## config.mk

```make
export PLATFORM = sky130hd
export DESIGN_NAME = uart_rx_cfg
export DESIGN_NICKNAME = d
export VERILOG_FILES = /design/src/rtl/uart_rx_cfg_pkg.sv /design/src/rtl/uart_rx_cfg_sync_vote.sv /design/src/rtl/uart_rx_cfg.sv
export SDC_FILE = /design/constraint.sdc
export NUM_CORES = 1
export LEC_CHECK = 0
export ABC_AREA = 0
export CAP_MARGIN = 20
export CORE_MARGIN = 2
export CORE_UTILIZATION = 55
export DETAILED_ROUTE_END_ITERATION = 16
export PLACE_DENSITY_LB_ADDON = 0.3
export SLEW_MARGIN = 20
export SYNTH_ARGS = -nofsm -noshare
export SYNTH_HDL_FRONTEND = slang
export SYNTH_HIERARCHICAL = 1
export SYNTH_SLANG_ARGS = --single-unit
```

## constraint.sdc

```tcl
create_clock -name clock -period 2.7 [get_ports clock]
set_clock_uncertainty 0.1 [all_clocks]
set_input_delay 0.54 -clock clock [delete_from_list [all_inputs] [get_ports clock]]
set_output_delay 0.54 -clock clock [all_outputs]
set_load 0.1 [all_outputs]
```

## src/rtl/uart_rx_cfg_pkg.sv

```systemverilog
// Shared encodings and helpers for the configurable UART receiver (and a later transmitter).
package uart_rx_cfg_pkg;

  // Parity selection; 2'b11 also means no parity.
  localparam logic [1:0] PAR_NONE = 2'b00;
  localparam logic [1:0] PAR_EVEN = 2'b01;
  localparam logic [1:0] PAR_ODD  = 2'b10;

  typedef enum logic [2:0] {
    IDLE      = 3'd0,
    START     = 3'd1,
    DATA      = 3'd2,
    PARITY    = 3'd3,
    STOP1     = 3'd4,
    STOP2     = 3'd5,
    WAIT_HIGH = 3'd6
  } rx_state_t;

  typedef struct packed {
    logic perr;
    logic ferr;
    logic brk;
  } rx_flags_t;

  function automatic logic parity_on(input logic [1:0] mode);
    return (mode != PAR_NONE) && (mode != 2'b11);
  endfunction

  function automatic logic majority3(input logic [2:0] h);
    return (h[0] & h[1]) | (h[0] & h[2]) | (h[1] & h[2]);
  endfunction

endpackage

```

## src/rtl/uart_rx_cfg_sync_vote.sv

```systemverilog
// Two-flop synchroniser for the serial line followed by a 3-sample majority vote.
module uart_rx_cfg_sync_vote
  import uart_rx_cfg_pkg::*;
(
  input  logic clock,
  input  logic reset,
  input  logic signal_in,
  output logic s,
  output logic v,
  output logic fall
);

  logic       sync1_q;
  logic       sync2_q;
  logic [2:0] hist_q;

  // Synchroniser and history shift; everything idles high so reset never looks like a start.
  always_ff @(posedge clock) begin
    if (!reset) begin
      sync1_q <= 1'b1;
      sync2_q <= 1'b1;
      hist_q  <= 3'b111;
    end else begin
      sync1_q <= signal_in;
      sync2_q <= sync1_q;
      hist_q  <= {hist_q[1:0], sync2_q};
    end
  end

  assign s    = sync2_q;
  assign v    = majority3(hist_q);
  // hist_q[0] is the previous value of s.
  assign fall = hist_q[0] & ~sync2_q;

endmodule

```

## src/rtl/uart_rx_cfg.sv

```systemverilog
// Configurable UART receiver: 5..9 data bits, optional parity, 1 or 2 stop bits,
// break/framing/parity reporting and a one-entry valid/ready holding register.
module uart_rx_cfg
  import uart_rx_cfg_pkg::*;
#(
  parameter int unsigned DATA_W  = 8,
  parameter int unsigned PRESC_W = 16
) (
  input  logic               clock,
  input  logic               reset,
  input  logic [PRESC_W-1:0] prescaler_max,
  input  logic [1:0]         parity_mode,
  input  logic               stop2,
  input  logic               signal_in,
  output logic               valid_out,
  input  logic               ready_in,
  output logic [DATA_W-1:0]  data_out,
  output logic               perr_out,
  output logic               ferr_out,
  output logic               brk_out,
  output logic               ovr_out,
  output logic               busy_out
);

  localparam int unsigned IdxW = (DATA_W > 8) ? 4 : 3;
  localparam logic [IdxW-1:0] LastIdx = IdxW'(DATA_W - 1);

  logic line_s;
  logic line_v;
  logic line_fall;

  uart_rx_cfg_sync_vote u_sync (
    .clock     (clock),
    .reset     (reset),
    .signal_in (signal_in),
    .s         (line_s),
    .v         (line_v),
    .fall      (line_fall)
  );

  rx_state_t          state_q, state_d;
  logic [PRESC_W-1:0] cnt_q, cnt_d;
  logic [IdxW-1:0]    idx_q, idx_d;
  logic [DATA_W-1:0]  shift_q, shift_d;
  logic               par_bit_q, par_bit_d;
  logic               perr_q, perr_d;
  logic [PRESC_W-1:0] sh_max_q, sh_max_d;
  logic [1:0]         sh_par_q, sh_par_d;
  logic               sh_stop2_q, sh_stop2_d;
  logic               done_q, done_d;
  rx_flags_t          fr_q, fr_d;

  logic sample;
  logic par_exp;

  assign sample  = (cnt_q == '0);
  assign par_exp = (sh_par_q == PAR_ODD) ? ~(^shift_q) : (^shift_q);

  // Frame FSM next-state: bit timing, shifting, parity and stop checks.
  always_comb begin
    state_d    = state_q;
    cnt_d      = cnt_q;
    idx_d      = idx_q;
    shift_d    = shift_q;
    par_bit_d  = par_bit_q;
    perr_d     = perr_q;
    sh_max_d   = sh_max_q;
    sh_par_d   = sh_par_q;
    sh_stop2_d = sh_stop2_q;
    done_d     = 1'b0;
    fr_d       = fr_q;

    if (state_q != IDLE && state_q != WAIT_HIGH) begin
      cnt_d = sample ? sh_max_q : (cnt_q - PRESC_W'(1));
    end

    unique case (state_q)
      IDLE: begin
        if (line_fall) begin
          // Frame configuration is frozen here for the whole frame.
          sh_max_d   = prescaler_max;
          sh_par_d   = parity_mode;
          sh_stop2_d = stop2;
          cnt_d      = prescaler_max >> 1;
          state_d    = START;
        end
      end
      START: begin
        if (sample) begin
          if (line_v) begin
            state_d = IDLE;
          end else begin
            state_d   = DATA;
            idx_d     = '0;
            perr_d    = 1'b0;
            par_bit_d = 1'b0;
          end
        end
      end
      DATA: begin
        if (sample) begin
          shift_d = {line_v, shift_q[DATA_W-1:1]};
          if (idx_q == LastIdx) begin
            state_d = parity_on(sh_par_q) ? PARITY : STOP1;
          end else begin
            idx_d = idx_q + IdxW'(1);
          end
        end
      end
      PARITY: begin
        if (sample) begin
          par_bit_d = line_v;
          perr_d    = (line_v != par_exp);
          state_d   = STOP1;
        end
      end
      STOP1: begin
        if (sample) begin
          if (line_v) begin
            if (sh_stop2_q) begin
              state_d = STOP2;
            end else begin
              done_d  = 1'b1;
              fr_d    = '{perr: perr_q, ferr: 1'b0, brk: 1'b0};
              state_d = IDLE;
            end
          end else begin
            done_d  = 1'b1;
            fr_d    = '{perr: perr_q, ferr: 1'b1,
                        brk: (shift_q == '0) && (!parity_on(sh_par_q) || !par_bit_q)};
            // Hold off start detection until the line has recovered.
            state_d = WAIT_HIGH;
          end
        end
      end
      STOP2: begin
        if (sample) begin
          done_d  = 1'b1;
          fr_d    = '{perr: perr_q, ferr: ~line_v, brk: 1'b0};
          state_d = line_v ? IDLE : WAIT_HIGH;
        end
      end
      WAIT_HIGH: begin
        if (line_s) state_d = IDLE;
      end
      default: state_d = IDLE;
    endcase
  end

  // Frame FSM state registers.
  always_ff @(posedge clock) begin
    if (!reset) begin
      state_q    <= IDLE;
      cnt_q      <= '0;
      idx_q      <= '0;
      shift_q    <= '0;
      par_bit_q  <= 1'b0;
      perr_q     <= 1'b0;
      sh_max_q   <= '0;
      sh_par_q   <= PAR_NONE;
      sh_stop2_q <= 1'b0;
      done_q     <= 1'b0;
      fr_q       <= '0;
    end else begin
      state_q    <= state_d;
      cnt_q      <= cnt_d;
      idx_q      <= idx_d;
      shift_q    <= shift_d;
      par_bit_q  <= par_bit_d;
      perr_q     <= perr_d;
      sh_max_q   <= sh_max_d;
      sh_par_q   <= sh_par_d;
      sh_stop2_q <= sh_stop2_d;
      done_q     <= done_d;
      fr_q       <= fr_d;
    end
  end

  logic              valid_q;
  logic [DATA_W-1:0] data_q;
  rx_flags_t         flags_q;
  logic              ovr_q;

  // Holding register: load a completed frame if free (or draining now), else mark overrun.
  // shift_q is still intact one clock after completion, so it is loaded directly.
  always_ff @(posedge clock) begin
    if (!reset) begin
      valid_q <= 1'b0;
      data_q  <= '0;
      flags_q <= '0;
      ovr_q   <= 1'b0;
    end else if (done_q) begin
      if (!valid_q || ready_in) begin
        valid_q <= 1'b1;
        data_q  <= shift_q;
        flags_q <= fr_q;
        ovr_q   <= 1'b0;
      end else begin
        ovr_q <= 1'b1;
      end
    end else if (valid_q && ready_in) begin
      valid_q <= 1'b0;
    end
  end

  assign valid_out = valid_q;
  assign data_out  = data_q;
  assign perr_out  = flags_q.perr;
  assign ferr_out  = flags_q.ferr;
  assign brk_out   = flags_q.brk;
  assign ovr_out   = ovr_q;
  assign busy_out  = (state_q != IDLE);

endmodule

```

=== Word level (Yosys, flattened, before mapping) ===
Cells that the tools add are included.

* Logic and storage cells: 127
* Flip-flop bits (word level): 73
* Output and inout bits: 14

* Bitwise logic cells: 9
* Reductions and logical operators: 27
* Add/subtract/negate cells: 2
* Mux-type cells: 44
* Equal/unequal tests: 23

{| class="wikitable"
|+ Operators by type and width
! cell !! count
|-
| 16-bit 2-to-1 mux || 4
|-
| 3-bit 2-to-1 mux || 20
|-
| 3-bit one-hot mux with 7 select lines || 1
|-
| 2-bit inequality test, second input constant || 10
|-
| 16-bit logical NOT || 1
|-
| 16-bit by 1-bit subtractor with 16-bit output, second input constant || 1
|-
| 1-bit 2-to-1 mux || 13
|-
| 3-bit == test, second input constant || 4
|-
| 3-bit one-hot mux with 2 select lines || 2
|-
| 2-bit nonzero test || 5
|-
| 8-bit logical NOT || 1
|-
| 2-bit AND reduction || 4
|-
| 4-bit AND reduction || 2
|-
| 8-bit AND reduction || 1
|-
| 8-bit parity || 1
|-
| 3-bit by 2-bit == test with 1-bit output, second input constant || 2
|-
| 3-bit inequality test, second input constant || 2
|-
| 1-bit one-hot mux with 2 select lines || 3
|-
| 5-bit AND reduction || 1
|-
| 1-bit AND || 4
|-
| 1-bit logical AND || 4
|-
| 2-bit by 1-bit inequality test with 1-bit output, second input constant || 2
|-
| 3-bit by 1-bit adder with 3-bit output, second input constant || 1
|-
| 3-bit by 1-bit == test with 1-bit output, second input constant || 1
|-
| 9 further kinds || 15
|}

=== Longest topological paths before layout ===
* Depth after elaboration: 8
* Depth in mapped cells: 8

=== Cells and area by module ===
Netlist, hierarchy kept.

{| class="wikitable"
|+ Modules (own cells, without submodules)
! module !! instances !! area an instance (µm²) !! cells each !! sequential area each (µm²)
|-
| uart_rx_cfg || 1 || 3355.7 || 431 || 1361.3
|-
| uart_rx_cfg_sync_vote || 1 || 148.9 || 12 || 100.1
|}

=== Least setup slack after synthesis ===
OpenSTA, ideal clock, no wires.

* Path type: register to register
* Start point: reg cnt_q[13]
* End point: reg shift_q[0]
* Buffers on the path: 1
* Setup time: 0.128 ns
* Period minus slack after synthesis: 2.396 ns
* Data required time: 2.472 ns
* Setup slack: 0.304 ns
* Data arrival time: 2.169 ns
* Stages on the path, launching flop included: 7
* Cell sequence: dfxtp_1 > or3_4 > or4b_1 > buf_6 > nor4_4 > mux2i_1 > nor2_1

* Cells in the longest elaborated chain, start to end: 2

{| class="wikitable"
|+ Ends and longest elaborated chain
! item !! RTL line !! RTL
|-
| start: declaration || uart_rx_cfg.sv:42 || <nowiki>logic [PRESC_W-1:0] cnt_q, cnt_d;</nowiki>
|-
| start signal: assignment || uart_rx_cfg.sv:166 || <nowiki>cnt_q <= cnt_d;</nowiki>
|-
| 16-bit logical NOT || uart_rx_cfg.sv:56 || <nowiki>assign sample = (cnt_q == '0);</nowiki>
|-
| 2-bit AND reduction (no line) || -- ||
|-
| end signal: assignment || uart_rx_cfg.sv:168 || <nowiki>shift_q <= shift_d;</nowiki>
|-
| end: declaration || uart_rx_cfg.sv:44 || <nowiki>logic [DATA_W-1:0] shift_q, shift_d;</nowiki>
|}

No other way between the ends.
A chain may end at the register's enable or synchronous reset.

=== Worst setup path in the final report ===
* Start point: reg cnt_q[13]
* End point: reg shift_q[2]

Same word-level chain as after synthesis.

==> impl_metrics.json <==
{
  "postRouteAntennaNets": 0,
  "power_mw": 4.12,
  "syn_area_sq_um": 3500,
  "routabilityCongestion": 0.938,
  "syn_nets": 475,
  "avgSynthCellArea_sq_um": 7.91,
  "critical_path.max_fanout": 8,
  "finalSetupViolCount": 0,
  "grt-ovfl-total": 0,
  "drcViolationCount": 0,
  "timing.slew.headroom_pct": 57.1,
  "synth_area_leaders": "dfxtp_1, a21oi_1, nand2_1",
  "synth-edff-count": 0,
  "status": "finished, final reports clean",
  "ys_types": 54,
  "clock_latency_ns": 0.35,
  "grt_max_degree": 38,
  "cts_tree": "done",
  "fp.dieW_microns": 83.8,
  "post-cts-setup-buffer-count": 0,
  "cts.htree.levels": 3,
  "synth-async-reset-ratio_pct": 0,
  "nNetsFinal": 511,
  "yosysSeqAreaShare_pct": 41.7,
  "clock_sinks": 73,
  "tightest_slew_ns": 0.643,
  "row_count": 29,
  "cts_root_buf": "clkbuf_8",
  "rr_startpoint": "cnt_q[13]$_SDFF_PN0_",
  "max_freq_mhz": 414,
  "grt_usage_pct": 25.5,
  "syn2layout_area_growth_pct": 17.5,
  "drtIter0Drc": 213,
  "crit_type": "register to register",
  "io_buffers": 36,
  "finalSetupTns_ns": 0,
  "hold_violations": 0,
  "worst_setup_path_start_kind": "register",
  "cts_buffers": 9,
  "core_area_sq_um": 6240,
  "synth_top_cells_by_count": "dfxtp_1, nand2_1, a21oi_1, nor2_1, clkbuf_1",
  "fin_crit_sh_pct": 89.4,
  "post_cts_resized": 0,
  "dieArea_sq_um": 7030,
  "cts_hold_buf": 0,
  "routed_wl_microns": 8570,
  "drive_gt1_share_pct": 11.2,
  "min_from": "u_sync/sync1_q$_SDFF_PN1_",
  "viasPerCell": 5.85,
  "grt_pass1_vias": 3123,
  "wl_per_cell_microns": 15.3,
  "maxSlewViolCount": 0,
  "dr_total_vias": 3281,
  "initial_core_util_pct": 56.2,
  "p_per_area_nw_per_um2": 1000,
  "die_h_microns": 83.8,
  "p_leak_nw": 1.54,
  "cap_viol_max_count": 0,
  "antenna_found_initial": 0,
  "ys_warn_count": 6,
  "clkSlewWorstSetupHoldPaths_ns": 0.08,
  "ys_seq_elements": 73,
  "hpwl_microns": 6000,
  "synth_area_leader_cell": "dfxtp_1",
  "synth_top_area_share_pct": 41.7,
  "setup.worst_path.start": "cnt_q[13]$_SDFF_PN0_",
  "endpoint_kind": "register",
  "clk_path_buf_depth": 2,
  "ir_drop_v": 0.000745,
  "synth_most_common_cell": "dfxtp_1",
  "min_path_type": "register to register",
  "required_ns": 2.82,
  "io_pins": 37,
  "rsz0062_at_grt": "false",
  "drtPass1Iterations": 4,
  "antennaDiodeCount": 0,
  "finalCriticalPeriod_ns": 2.41,
  "arrival_ns": 2.54,
  "grt_pass1_wl_microns": 14500,
  "syn_inst": 443,
  "synth_ff_type": "dfxtp_1"
}
-- power by group --
part | switching, mW | internal [mW]
logic | 1.24 | 0.742
clock network | 0.416 | 0.337
registers | 0.174 | 1.21
total | 1.83 | 2.29
-- sequential cells by signal (all words and copies together), names as in the netlist, 2 cells and up --
signal	count
sh_max_q	16
cnt_q	16
u_sync/hist_q	3
data_out	8
shift_q	8
idx_q	3
sh_par_q	2
fr_q	3
state_q	3
-- layout make-up --
cell class | instances | area (sq um)
Clock inverter | 6 | 43.8
Clock buffer | 10 | 128
Multi-Input combinational cell | 324 | 1860
Sequential cell | 73 | 1460
Tap cell | 77 | 96.3
Inverter | 20 | 75.1
Timing Repair Buffer | 51 | 450
Fill cell | 544 | 2120
-- routing by layer --
metal	up-vias	track usage, %	share of wire [%]
met5	-	0	0
met4	0	11.1	2.4
met3	20	5.34	5.7
met2	113	42.4	49
met1	1523	31.9	43
li1	1625	-	-
-- final timing paths --
check	to	slack [ns]	depth (start not counted)
hold reg to reg	u_sync/s$_SDFF_PN1_	0.31	1
setup / recovery	shift_q[2]$_SDFFE_PN0P_	0.29	6
setup reg to reg	shift_q[2]$_SDFFE_PN0P_	0.29	6
hold / removal	u_sync/s$_SDFF_PN1_	0.31	1
-- critical path, cell delays in order, from the launching register on --
cell and delay [ns]:
dfxtp_1 0.36, or3_4 0.41, or4b_1 0.65, nor4_4 0.29
buf_4 0.23, mux2i_1 0.20, nor2_1 0.05
-- placed cells by master (no fill, tap or decap), types with 8 or more instances in the layout --
cell             netlist  routed
nor3_1                14      14
a21oi_1               52      52
clkdlybuf4s50_1        0      22
nor2_1                49      49
mux2i_1               13      13
o21ai_0               23      22
nand2b_1               9       9
buf_4                  0      28
nand2_1               68      68
nand3_1                8       8
inv_1                 19      19
clkbuf_8               0       9
dfxtp_1               73      73
ha_1                   9       9
-- logic make-up after synthesis --
kind of cell             share of synthesized area (%)
AND/OR/NAND/NOR                                   24.2
AO/OA/AOI/OAI                                     19.4
flip-flops                                        41.7
buffers and inverters                             5.14
multiplexers                                      4.36
adder cells (fa/ha/maj)                           3.53
XOR/XNOR                                          1.75
-- metrics by stage --
step           utilization (%)  setup WS (ns)  instances  area, sq um  hold slack (ns)
5_1_grt                   66.0          0.197        561         4120            0.349
4_1_cts                   66.0          0.292        561         4120            0.321
6_report                  66.0          0.286        561         4120            0.315
2_1_floorplan                -          0.304        443         3500            0.286
3_5_place_dp              63.2          0.305        545         3950            0.300
3_3_place_gp              63.2          0.338        545         3950            0.301
No activity file was read; power rests on OpenSTA's default activity.
